## src/rtl/coin_spawner.sv

```systemverilog
// coin_spawner: owns the single on-screen coin. Scrolls it left on each frame
// Tick, respawns it at the right edge at an LFSR-derived height, hides it and
// counts it when the collision checker reports a hit.
// Optional feature macro: COIN_SPEEDUP_EN (speed grows with coins collected).
module coin_spawner #(
    parameter int SCREEN_RIGHT  = 640,
    parameter int COIN_WIDTH    = 20,
    parameter int COIN_SPEED    = 2,
    parameter int Y_MIN         = 100,
    parameter int RESPAWN_DELAY = 60
) (
    input  logic       Clk,
    input  logic       reset,
    input  logic       Start,
    input  logic       Ack,
    input  logic       Tick,
    input  logic       get_Zero,
    output logic [9:0] X_Coin_OO_L,
    output logic [9:0] X_Coin_OO_R,
    output logic [9:0] Y_Coin_00,
    output logic       Coin_Visible,
    output logic       Collect_Pulse,
    output logic [7:0] Coin_Count
);

    localparam logic [1:0] S_INIT = 2'd0;
    localparam logic [1:0] S_RUN  = 2'd1;
    localparam logic [1:0] S_GONE = 2'd2;

    localparam logic [9:0] X_PARK  = 10'(SCREEN_RIGHT);
    localparam logic [9:0] XR_PARK = 10'(SCREEN_RIGHT + COIN_WIDTH);
    localparam logic [9:0] Y_BASE  = 10'(Y_MIN);
    localparam logic [9:0] WIDTH   = 10'(COIN_WIDTH);

    // Delay counter runs 0..RESPAWN_DELAY-1; the Tick seen at the last value respawns.
    localparam int DW = (RESPAWN_DELAY > 1) ? $clog2(RESPAWN_DELAY) : 1;
    localparam logic [DW-1:0] DLY_LAST = DW'(RESPAWN_DELAY - 1);

    logic [1:0]    state;
    logic [7:0]    lfsr;
    logic          lfsr_fb;
    logic [DW-1:0] delay_cnt;
    logic [9:0]    spawn_y;
    logic [9:0]    speed;
    logic [9:0]    x_moved;
    logic [7:0]    count_inc;
    logic          collect;
    logic          start_load;

    assign lfsr_fb    = lfsr[7] ^ lfsr[5] ^ lfsr[4] ^ lfsr[3];
    assign spawn_y    = Y_BASE + {2'b00, lfsr};
    assign x_moved    = X_Coin_OO_L - speed;
    assign count_inc  = (Coin_Count == 8'hFF) ? 8'hFF : Coin_Count + 8'd1;
    assign collect    = !Ack && (state == S_RUN) && get_Zero;
    assign start_load = !Ack && (state == S_INIT) && Start;

`ifdef COIN_SPEEDUP_EN
    logic [9:0] next_speed;

    // Bonus is count/8 capped at 3, taken from the count after this collect.
    assign next_speed = 10'(COIN_SPEED) +
                        ((count_inc >= 8'd24) ? 10'd3 : {8'd0, count_inc[4:3]});

    // Effective speed register: reset each game, refreshed on every collect.
    always_ff @(posedge Clk) begin
        if (!reset || start_load)
            speed <= 10'(COIN_SPEED);
        else if (collect)
            speed <= next_speed;
    end
`else
    assign speed = 10'(COIN_SPEED);
`endif

    // Coin lifecycle FSM, position/visibility outputs, collect counter and LFSR.
    always_ff @(posedge Clk) begin
        if (!reset) begin
            state         <= S_INIT;
            X_Coin_OO_L   <= X_PARK;
            X_Coin_OO_R   <= XR_PARK;
            Y_Coin_00     <= Y_BASE;
            Coin_Visible  <= 1'b0;
            Collect_Pulse <= 1'b0;
            Coin_Count    <= 8'd0;
            lfsr          <= 8'hA5;
            delay_cnt     <= '0;
        end else begin
            lfsr          <= {lfsr[6:0], lfsr_fb};
            Collect_Pulse <= 1'b0;
            if (Ack) begin
                // End of game wins over everything; the count survives until Start.
                state        <= S_INIT;
                X_Coin_OO_L  <= X_PARK;
                X_Coin_OO_R  <= XR_PARK;
                Y_Coin_00    <= Y_BASE;
                Coin_Visible <= 1'b0;
                delay_cnt    <= '0;
            end else begin
                case (state)
                    S_INIT: begin
                        if (Start) begin
                            state        <= S_RUN;
                            Coin_Count   <= 8'd0;
                            X_Coin_OO_L  <= X_PARK;
                            X_Coin_OO_R  <= XR_PARK;
                            Y_Coin_00    <= spawn_y;
                            Coin_Visible <= 1'b1;
                        end
                    end
                    S_RUN: begin
                        if (get_Zero) begin
                            // Hit beats a simultaneous Tick: count it, park the coin.
                            state         <= S_GONE;
                            Coin_Count    <= count_inc;
                            Collect_Pulse <= 1'b1;
                            X_Coin_OO_L   <= X_PARK;
                            X_Coin_OO_R   <= XR_PARK;
                            Coin_Visible  <= 1'b0;
                            delay_cnt     <= '0;
                        end else if (Tick) begin
                            if (X_Coin_OO_L >= speed) begin
                                X_Coin_OO_L <= x_moved;
                                X_Coin_OO_R <= x_moved + WIDTH;
                            end else if (X_Coin_OO_L != 10'd0) begin
                                // Clamp at the left edge instead of wrapping.
                                X_Coin_OO_L <= 10'd0;
                                X_Coin_OO_R <= WIDTH;
                            end else begin
                                // Already at 0: the coin leaves the screen uncollected.
                                state        <= S_GONE;
                                X_Coin_OO_L  <= X_PARK;
                                X_Coin_OO_R  <= XR_PARK;
                                Coin_Visible <= 1'b0;
                                delay_cnt    <= '0;
                            end
                        end
                    end
                    S_GONE: begin
                        // get_Zero is ignored here so a held hit level counts once.
                        if (Tick) begin
                            if (delay_cnt == DLY_LAST) begin
                                state        <= S_RUN;
                                delay_cnt    <= '0;
                                X_Coin_OO_L  <= X_PARK;
                                X_Coin_OO_R  <= XR_PARK;
                                Y_Coin_00    <= spawn_y;
                                Coin_Visible <= 1'b1;
                            end else begin
                                delay_cnt <= delay_cnt + DW'(1);
                            end
                        end
                    end
                    default: state <= S_INIT;
                endcase
            end
        end
    end

endmodule

```

## config.mk

```make
export PLATFORM = sky130hd
export DESIGN_NAME = coin_spawner
export DESIGN_NICKNAME = d
export VERILOG_FILES = /design/src/rtl/coin_spawner.sv
export SDC_FILE = /design/constraint.sdc
export NUM_CORES = 1
export LEC_CHECK = 0
export BUFFER_PORTS_ARGS = -buffer_cell sky130_fd_sc_hd__buf_4
export CAP_MARGIN = 20
export CORE_MARGIN = 2
export CORE_UTILIZATION = 30
export CTS_CLUSTER_SIZE = 28
export DETAILED_ROUTE_END_ITERATION = 7
export SETUP_SLACK_MARGIN = 0.02
export SKIP_CTS_REPAIR_TIMING = 1
export SYNTH_ARGS = -nofsm -noshare
export SYNTH_HDL_FRONTEND = slang
export SYNTH_SLANG_ARGS = --single-unit
```

## constraint.sdc

```tcl
create_clock -name Clk -period 2.2 [get_ports Clk]
set_input_delay 0.22 -clock Clk [delete_from_list [all_inputs] [get_ports Clk]]
set_output_delay 0.22 -clock Clk [all_outputs]
set_load 0.01 [all_outputs]
```

## After elaboration in Yosys (flattened, before gate mapping)

Cells that the tools add are included.

- $add $sub $neg: 5
- $lt $le $gt $ge: 1
- Eq/ne operators: 11
- Multiplexer cells: 48
- Bitwise operators: 6
- Reductions and logical operators: 14

Operators with widths:

| kind | count |
|---|---|
| two-way mux 10 bit | 17 |
| case mux 10 bit (3 select lines) | 2 |
| two-way mux 6 bit | 6 |
| two-way mux 8 bit | 3 |
| case mux 10 bit (2 select lines) | 1 |
| case mux 8 bit (2 select lines) | 1 |
| two-way mux 2 bit | 7 |
| case mux 6 bit (2 select lines) | 1 |
| adder 10 x 5 -> 10 bit (second input constant) | 1 |
| >= comparator 10 x 2 -> 1 bit (second input constant) | 1 |
| AND reduction 5 bit | 2 |
| nonzero test 10 bit | 1 |
| subtractor 10 x 2 -> 10 bit (second input constant) | 1 |
| adder 7 x 8 -> 9 bit (first input constant) | 1 |
| != test 3 bit (second input constant) | 3 |
| adder 8 x 1 -> 8 bit (second input constant) | 1 |
| == test 8 bit (second input constant) | 1 |
| two-way mux 1 bit | 8 |
| != test 2 bit (second input constant) | 4 |
| AND reduction 4 bit | 2 |
| AND reduction 7 bit | 1 |
| adder 6 x 1 -> 6 bit (second input constant) | 1 |
| == test 6 bit (second input constant) | 1 |
| case mux 2 bit (3 select lines) | 1 |
| 11 further kinds | 17 |

- Register bits: 56
- Output and inout bits: 40
- Logic and storage cells: 94

## Depth between registers and ports, before layout

Gate-level depths: netlist (run 1).

- Depth after elaboration: 6
- Mapped depth: 9
- Depth with buffers taken out: 9

## Least setup slack after synthesis (run 1)

Ideal clock, no wire load.

- Kind: register to register
- Start point: register X_Coin_OO_L[3]
- End point: register X_Coin_OO_R[8]
- Setup time: 0.118 ns
- Arrival: 1.946 ns
- Setup slack: 0.136 ns
- Stages on the path, launching flop included: 8
- Buffers on the path: 1
- Path through: dfxtp_1 buf_6 or4_4 or3_1 and2_2 nor3_1 xor2_1 o21ai_1

- Word-level cells in the longest chain between the ends: 6

Ends and longest elaborated chain:

| what | RTL line | RTL |
|---|---|---|
| start, declared | 18 | `output logic [9:0] X_Coin_OO_L,` |
| start signal, assigned | 122 | `X_Coin_OO_L <= x_moved;` |
| subtractor 10 x 2 -> 10 bit | 52 | `assign x_moved = X_Coin_OO_L - speed;` |
| adder 10 x 5 -> 10 bit | 123 | `X_Coin_OO_R <= x_moved + WIDTH;` |
| two-way mux 10 bit (*) | 121 | `if (X_Coin_OO_L >= speed) begin` |
| two-way mux 10 bit (*) | 120 | `end else if (Tick) begin` |
| two-way mux 10 bit (*) | 111 | `if (get_Zero) begin` |
| case mux 10 bit (3 select lines) (*) | 99 | `case (state)` |
| end signal, assigned | 123 |  |
| end, declared | 19 | `output logic [9:0] X_Coin_OO_R,` |

Mark *: on every way between the ends. The rest lies on a longest branch, timed or not. The select of a mux whose other input is x is not followed.
A chain may end at the register's enable or synchronous reset.

## Worst setup path in the final report (run 1)

- Start point: register X_Coin_OO_L[2]
- End point: register X_Coin_OO_R[8]

Same word-level chain as after synthesis.

==> impl_results.md, run 1 <==
* Tmin final at 2040 ps
* Worst Path Arrival at 2250 ps
* First-pass GRT wire length at 10.4 mm
* Die span in x at 96.6 um
* Pwr/cell area at 556 mW/mm^2
* Worst-Skew Late Latency at 300 ps
* Final Hold Viols at 0
* CTS tree: done
* Most frequent cells in the layout: 62 x buf_4, 52 x dfxtp_1, 33 x nand2_1
* Worst VDD drop at 0.290 mV
* Tot Pwr at 1.78 mW
* DIE HEIGHT at 96.6 um
* Dpl hpwl at 4.44 mm
* Vias in the first global route at 2224
* Relative slew slack at 0.511
* Slowest Stage Delay on Critical Path at 580 ps
* Antenna Nets Post-Route at 0
* DR iter-0 viols at 94
* Final core utilization at 0.387
* Maxcap violations at 0
* Initial Util at 0.312
* Final GP Congestion at 0.854
* Diodes inserted at 0
* GRT Total Usage at 0.131
* Min-delay worst type: input pin to flop
* Number of synthesized flops with an enable pin at 0
* Nets at 374
* CTS clk-pin slew, worst paths at 100 ps
* DRC at 0
* Initial antenna violation count at 0
* Die area at 0.00934 sq mm
* Share of the synthesized area in the top cell type at 0.412
* Vias at 2296
* DR WL/cell at 12.7 um
* Slowest-stage cell, CP: or4_4
* Synthesized area per cell at 8.33 sq um
* Worst-case clock buffer depth at 2
* Fillers at 874
* Htree depth at 2
* Vias per std cell at 4.90
* Ys flop type: dfxtp_1
* Setup Total Neg Slack at 0 ps
* Buffers on Ports at 43
* CTS root buffer: clkbuf_8
* Top delay family on crit path: simple AND/OR/NAND/NOR gates
* Hold slack final at 175 ps
* Element type at the critical path end: flop
* CTS Buf Count at 5
* RSZ-0062 raised after global routing: false
* Maximum clock rate at 0.489 GHz
* DR pass1 iterations at 4
* Layout cells sized above 1 at 0.214
* CP bufs+invs at 0
* Io pins at 46
* Post-Syn Area at 0.00257 sq mm
* Leakage at 1.26 nW
* Number of synthesized register bits at 53
* Post-Synthesis Cells at 309
* Worst Setup Start Kind: flop
* CP cell instances: or4_4 -> or3_1 -> and2_2 -> nor3_1 -> xor2_1 -> o21ai_1
* Largest cells by area after synthesis: dfxtp_1 41%, nand2_1 4.8%, nor2_1 4.7%
* Req. time, crit path at 2410 ps
* Largest net degree at the start of global routing at 19
* Grt ovf at 0
* Worst Skew at 10.2 ps
* Area Growth Syn to Fin at 24.1%
* Commonest non-fill, non-tap cell in the layout: buf_4
* Worst Path Max Fanout at 7
* Critical setup path kind: flop to flop
* Worst slew pin tran at 733 ps
* Synth cell types at 48
* Core Rows at 33
* Final setup viols at 0
* Share of synthesized registers carrying an async set or reset at 0
* Sequential area share after synthesis at 0.412
* Status: finished clean
* Synth warnings at 0
* Area leader, netlist: dfxtp_1
* Final Max Tran Viols at 0
* Core Area at 0.00826 sq mm
* Fin crit share at 0.929
* Sink Count at 53
* Total wire length at 5.96 mm
==> routing by layer <==
| layer | global-route usage | up-vias | routed length (um) |
|---|---|---|---|
| met5 | 0 | - | 0 |
| met4 | 0.0433 | 0 | 100 |
| met3 | 0.0238 | 9 | 161 |
| met2 | 0.217 | 41 | 2790 |
| met1 | 0.173 | 1070 | 2900 |
| li1 | - | 1176 | - |
==> cells by family (layout without fill, tap and decap cells) <==
group	after synthesis	count (layout)	share of synthesized area
buffers and inverters	26	80	0.0462
other	1	2	0.00146
muxes	6	6	0.0233
adders and majority gates	5	5	0.0243
DFF	53	53	0.412
and+or+nand+nor	127	127	0.257
xor gates and xnor gates	19	19	0.0647
AOI/OAI and AO/OA	72	72	0.171
==> registers in the layout, summed over array words and instances, names as in the netlist <==
name           cells
lfsr               8
Y_Coin_00          9
state              2
delay_cnt          6
Coin_Visible       1
X_Coin_OO_L        8
Coin_Count         8
Collect_Pulse      1
X_Coin_OO_R       10
==> worst reg2reg max path: cells and delay by family (launching register included) <==
kind | cells | cell delay, ps
and+or+nand+nor | 4 | 1350
DFF | 1 | 360
AOI/OAI and AO/OA | 1 | 80
xor gates and xnor gates | 1 | 160
==> Yosys cell counts (2+ instances only) <==
library cell	instances
dfxtp_1	53
nand2_1	33
nor2_1	32
o21ai_0	22
a21oi_1	19
nor3_1	12
xnor2_1	11
clkbuf_1	10
inv_1	10
nand3_1	10
xor2_1	8
a31oi_1	7
and2_1	7
nand2b_1	7
mux2i_1	6
a21boi_0	5
ha_1	5
or3_1	5
nor3b_1	4
a21o_1	3
and3_1	3
buf_4	3
o31ai_1	3
a22oi_1	2
buf_2	2
nor2b_1	2
o211a_1	2
o32a_1	2
or4_1	2
==> per-stage QoR <==
| step | cell area (sq um) | cells | setup WS, ps |
|---|---|---|---|
| 2_1_floorplan | 2580 | 310 | 136 |
| 3_3_place_gp | 3090 | 460 | 96.3 |
| 3_5_place_dp | 3090 | 460 | 89.7 |
| 4_1_cts | 3180 | 468 | 72.5 |
| 5_1_grt | 3190 | 469 | 52.5 |
| 6_report | 3190 | 469 | 156 |
==> path summary, 6_finish.rpt <==
| path | startpoint | end | slack [ps] | cells after the start |
|---|---|---|---|---|
| hold reg to reg | lfsr[1]$_SDFF_PN0_ | lfsr[2]$_SDFF_PN1_ | 440 | 1 |
| setup / recovery | X_Coin_OO_L[2]$_SDFFE_PP0P_ | X_Coin_OO_R[8]$_SDFFE_PP0P_ | 160 | 6 |
| setup reg to reg | X_Coin_OO_L[2]$_SDFFE_PP0P_ | X_Coin_OO_R[8]$_SDFFE_PP0P_ | 160 | 6 |
| hold / removal | reset | lfsr[0]$_SDFF_PN1_ | 170 | 2 |
==> area by class of cell <==
cell class	instances	area, sq um	share of cell area
clock buffers	5	68.8	0.0215
clock inverters	3	26.3	0.00823
inverters	10	37.5	0.0118
multi-input cells	231	1400	0.439
flip-flops and latches	53	1060	0.333
well taps	105	131	0.0411
repair buffers	62	465	0.146
==> report_power, final <==
group | total, mW | internal, mW | switching (mW)
registers | 1.00 | 0.984 | 0.0203
logic | 0.203 | 0.0926 | 0.111
clock network | 0.568 | 0.232 | 0.336
total | 1.78 | 1.31 | 0.467
Power figures use the tool's default switching activity.
==> run 2: changes to the inputs <==
--- a/config.mk
+++ b/config.mk
@@ -9,6 +9,7 @@
 export CAP_MARGIN = 20
 export CORE_MARGIN = 2
 export CORE_UTILIZATION = 30
+export CTS_BUF_LIST = sky130_fd_sc_hd__clkbuf_4
 export CTS_CLUSTER_SIZE = 28
 export DETAILED_ROUTE_END_ITERATION = 7
 export SETUP_SLACK_MARGIN = 0.02
==> constraint.sdc (replaced) <==
create_clock -name Clk -period 2.2 [get_ports Clk]
set_input_delay 0.11 -clock Clk [delete_from_list [all_inputs] [get_ports Clk]]
set_output_delay 0.11 -clock Clk [all_outputs]
set_load 0.01 [all_outputs]
==> impl_results.md, run 2 (synthesized netlist as in run 1, its figures left out) <==
* Maximum clock rate at 0.488 GHz (was 0.489 GHz)
* Largest net degree at the start of global routing at 19 (unchanged)
* Worst-case clock buffer depth at 2 (unchanged)
* Sink Count at 53 (unchanged)
* Layout cells sized above 1 at 0.219 (was 0.214)
* Diodes inserted at 0 (unchanged)
* Dpl hpwl at 4.42 mm (was 4.44 mm)
* P_int at 1.32 mW (was 1.31 mW)
* Io pins at 46 (unchanged)
* Sequential share of power at 0.566 (about the same)
* Vias per std cell at 4.88 (was 4.90)
* Commonest non-fill, non-tap cell in the layout: buf_4 (unchanged)
* Worst Path Max Fanout at 7 (unchanged)
* CTS clk-pin slew, worst paths at 160 ps (was 100 ps)
* RSZ-0062 raised after global routing: true (was false)
* Maxcap violations at 0 (unchanged)
* Final Max Tran Viols at 0 (unchanged)
* Sw Pwr at 456 uW (was 467 uW)
* DR pass1 iterations at 4 (unchanged)
* Largest regs: X_Coin_OO_R x10, Y_Coin_00 x9 (unchanged)
* DR iter-0 viols at 87 (was 94)
* Worst Setup Start Kind: flop (unchanged)
* Worst VDD drop at 0.297 mV (was 0.290 mV)
* First-pass GRT wire length at 10.3 mm (was 10.4 mm)
* Worst Skew at 16.4 ps (was 10.2 ps)
* Initial Util at 0.312 (unchanged)
* CTS Buf Count at 5 (unchanged)
* Global Route met2 Usage at 0.215 (was 0.217)
* Layer with the highest usage: met2 (unchanged)
* Fillers at 860 (was 874)
* Switch share at 0.256 (was 0.263)
* Element type at the critical path end: flop (unchanged)
* DIE HEIGHT at 96.6 um (unchanged)
* CTS root buffer: clkbuf_4 (was clkbuf_8)
* Tot Pwr at 1.78 mW (about the same)
* Clock share of power at 0.317 (was 0.320)
* Area Growth Syn to Fin at 24.4% (was 24.1%)
* Vias at 2298 (was 2296)
* Combinational Power Share at 0.117 (was 0.115)
* Non-Filler Instances at 471 (was 469)
* Htree depth at 2 (unchanged)
* Tmin final at 2050 ps (was 2040 ps)
* Pwr/cell area at 555 mW/mm^2 (was 556 mW/mm^2)
* Worst slew pin tran at 703 ps (was 733 ps)
* Total wire length at 6.16 mm (was 5.96 mm)
* DR WL/cell at 13.1 um (was 12.7 um)
* DP Cell Count at 460 (unchanged)
* Leakage at 1.27 nW (was 1.26 nW)
* Vias in the first global route at 2167 (was 2224)
* Most frequent cells in the layout: 63 x buf_4, 51 x dfxtp_1, 33 x nand2_1 (was 62 x buf_4, 52 x dfxtp_1, 33 x nand2_1)
* Grt ovf at 0 (unchanged)
* DRC at 0 (unchanged)
* CTS tree: done (unchanged)
* Met1 Use GR at 0.173 (about the same)
* Buffers on Ports at 43 (unchanged)
* Fin crit share at 0.931 (was 0.929)
* Worst Path Arrival at 2320 ps (was 2250 ps)
* Relative slew slack at 0.531 (was 0.511)
* Nets at 376 (was 374)
* Core Area at 0.00826 sq mm (unchanged)
* Die area at 0.00934 sq mm (unchanged)
* Worst-Skew Late Latency at 380 ps (was 300 ps)
* Antenna Nets Post-Route at 0 (unchanged)
* Final GP Congestion at 0.854 (about the same)
* Die span in x at 96.6 um (unchanged)
* Grt met3 use at 0.0260 (was 0.0238)
* Status: finished clean (unchanged)
* Final setup viols at 0 (unchanged)
* Largest register FFs at 10 (unchanged)
* Initial antenna violation count at 0 (unchanged)
* GRT Total Usage at 0.130 (was 0.131)
* Setup Total Neg Slack at 0 ps (unchanged)
* Critical setup path kind: flop to flop (unchanged)
* Final Hold Viols at 0 (unchanged)
* Min-delay worst type: input pin to flop (unchanged)
* Biggest register: X_Coin_OO_R (unchanged)
* Req. time, crit path at 2470 ps (was 2410 ps)
* Core Rows at 33 (unchanged)
[run 2: changes by cell type in the layout (fill, tap and decap cells not counted), sizes merged]
cell         delta
buf             +1
bufinv          +1
dlygate4sd3     +1
inv             -1
clkinv          +1
clkinvlp        -1
[run 2: per-layer routing]
metal | part of all wire | up-vias
met1 | 0.48 | 1080
met2 | 0.47 | 36
li1 | - | 1177
met4 | 0.011 | 0
met5 | 0 | -
met3 | 0.032 | 5
[run 2: worst paths after layout]
path | startpoint | end | slack, ps | depth (start not counted)
max | X_Coin_OO_L[2]$_SDFFE_PP0P_ | X_Coin_OO_R[9]$_SDFFE_PP1P_ | 150 | 6
min | get_Zero | Collect_Pulse$_SDFF_PP0_ | 40 | 3
max reg2reg | X_Coin_OO_L[2]$_SDFFE_PP0P_ | X_Coin_OO_R[9]$_SDFFE_PP1P_ | 150 | 6
min reg2reg | lfsr[1]$_SDFF_PN0_ | lfsr[2]$_SDFF_PN1_ | 460 | 1
[run 2: final cells by class]
class,instances,area [sq um],share of cell area
multi-input cells,231,1400,0.438
inverters,10,37.5,0.0117
clock buffers,5,37.5,0.0117
clock inverters,3,46.3,0.0145
repair buffers,64,483,0.151
flip-flops and latches,53,1060,0.332
well taps,105,131,0.0410
[run 2: power groups by stage]
| stage | combinational [mW] | clock, mW | sequential (mW) |
|---|---|---|---|
| 2_1_floorplan | 0.134 | 0 | 1.03 |
| 3_3_place_gp | 0.200 | 0 | 1.03 |
| 3_5_place_dp | 0.203 | 0 | 1.03 |
| 4_1_cts | 0.204 | 0.589 | 1.01 |
| 5_1_grt | 0.231 | 0.618 | 1.01 |
| 6_report | 0.208 | 0.564 | 1.01 |
[run 2: critical path, stage by stage, from the launching register on]
cell	delay (ps)
dfxtp_2	380
or4_4	590
or3_1	340
a21oi_1	150
nor4b_4	230
xnor2_1	110
o32a_1	150
[run 2: per-stage QoR]
| stage | utilization | setup slack (ps) | hold WS, ps | area [sq um] |
|---|---|---|---|---|
| 2_1_floorplan | - | 136 | 183 | 2580 |
| 3_3_place_gp | 0.374 | 95.6 | 397 | 3090 |
| 3_5_place_dp | 0.374 | 77.1 | 403 | 3090 |
| 4_1_cts | 0.384 | 43.2 | -18.2 | 3170 |
| 5_1_grt | 0.388 | 1.54 | 28.6 | 3200 |
| 6_report | 0.388 | 153 | 41.2 | 3200 |
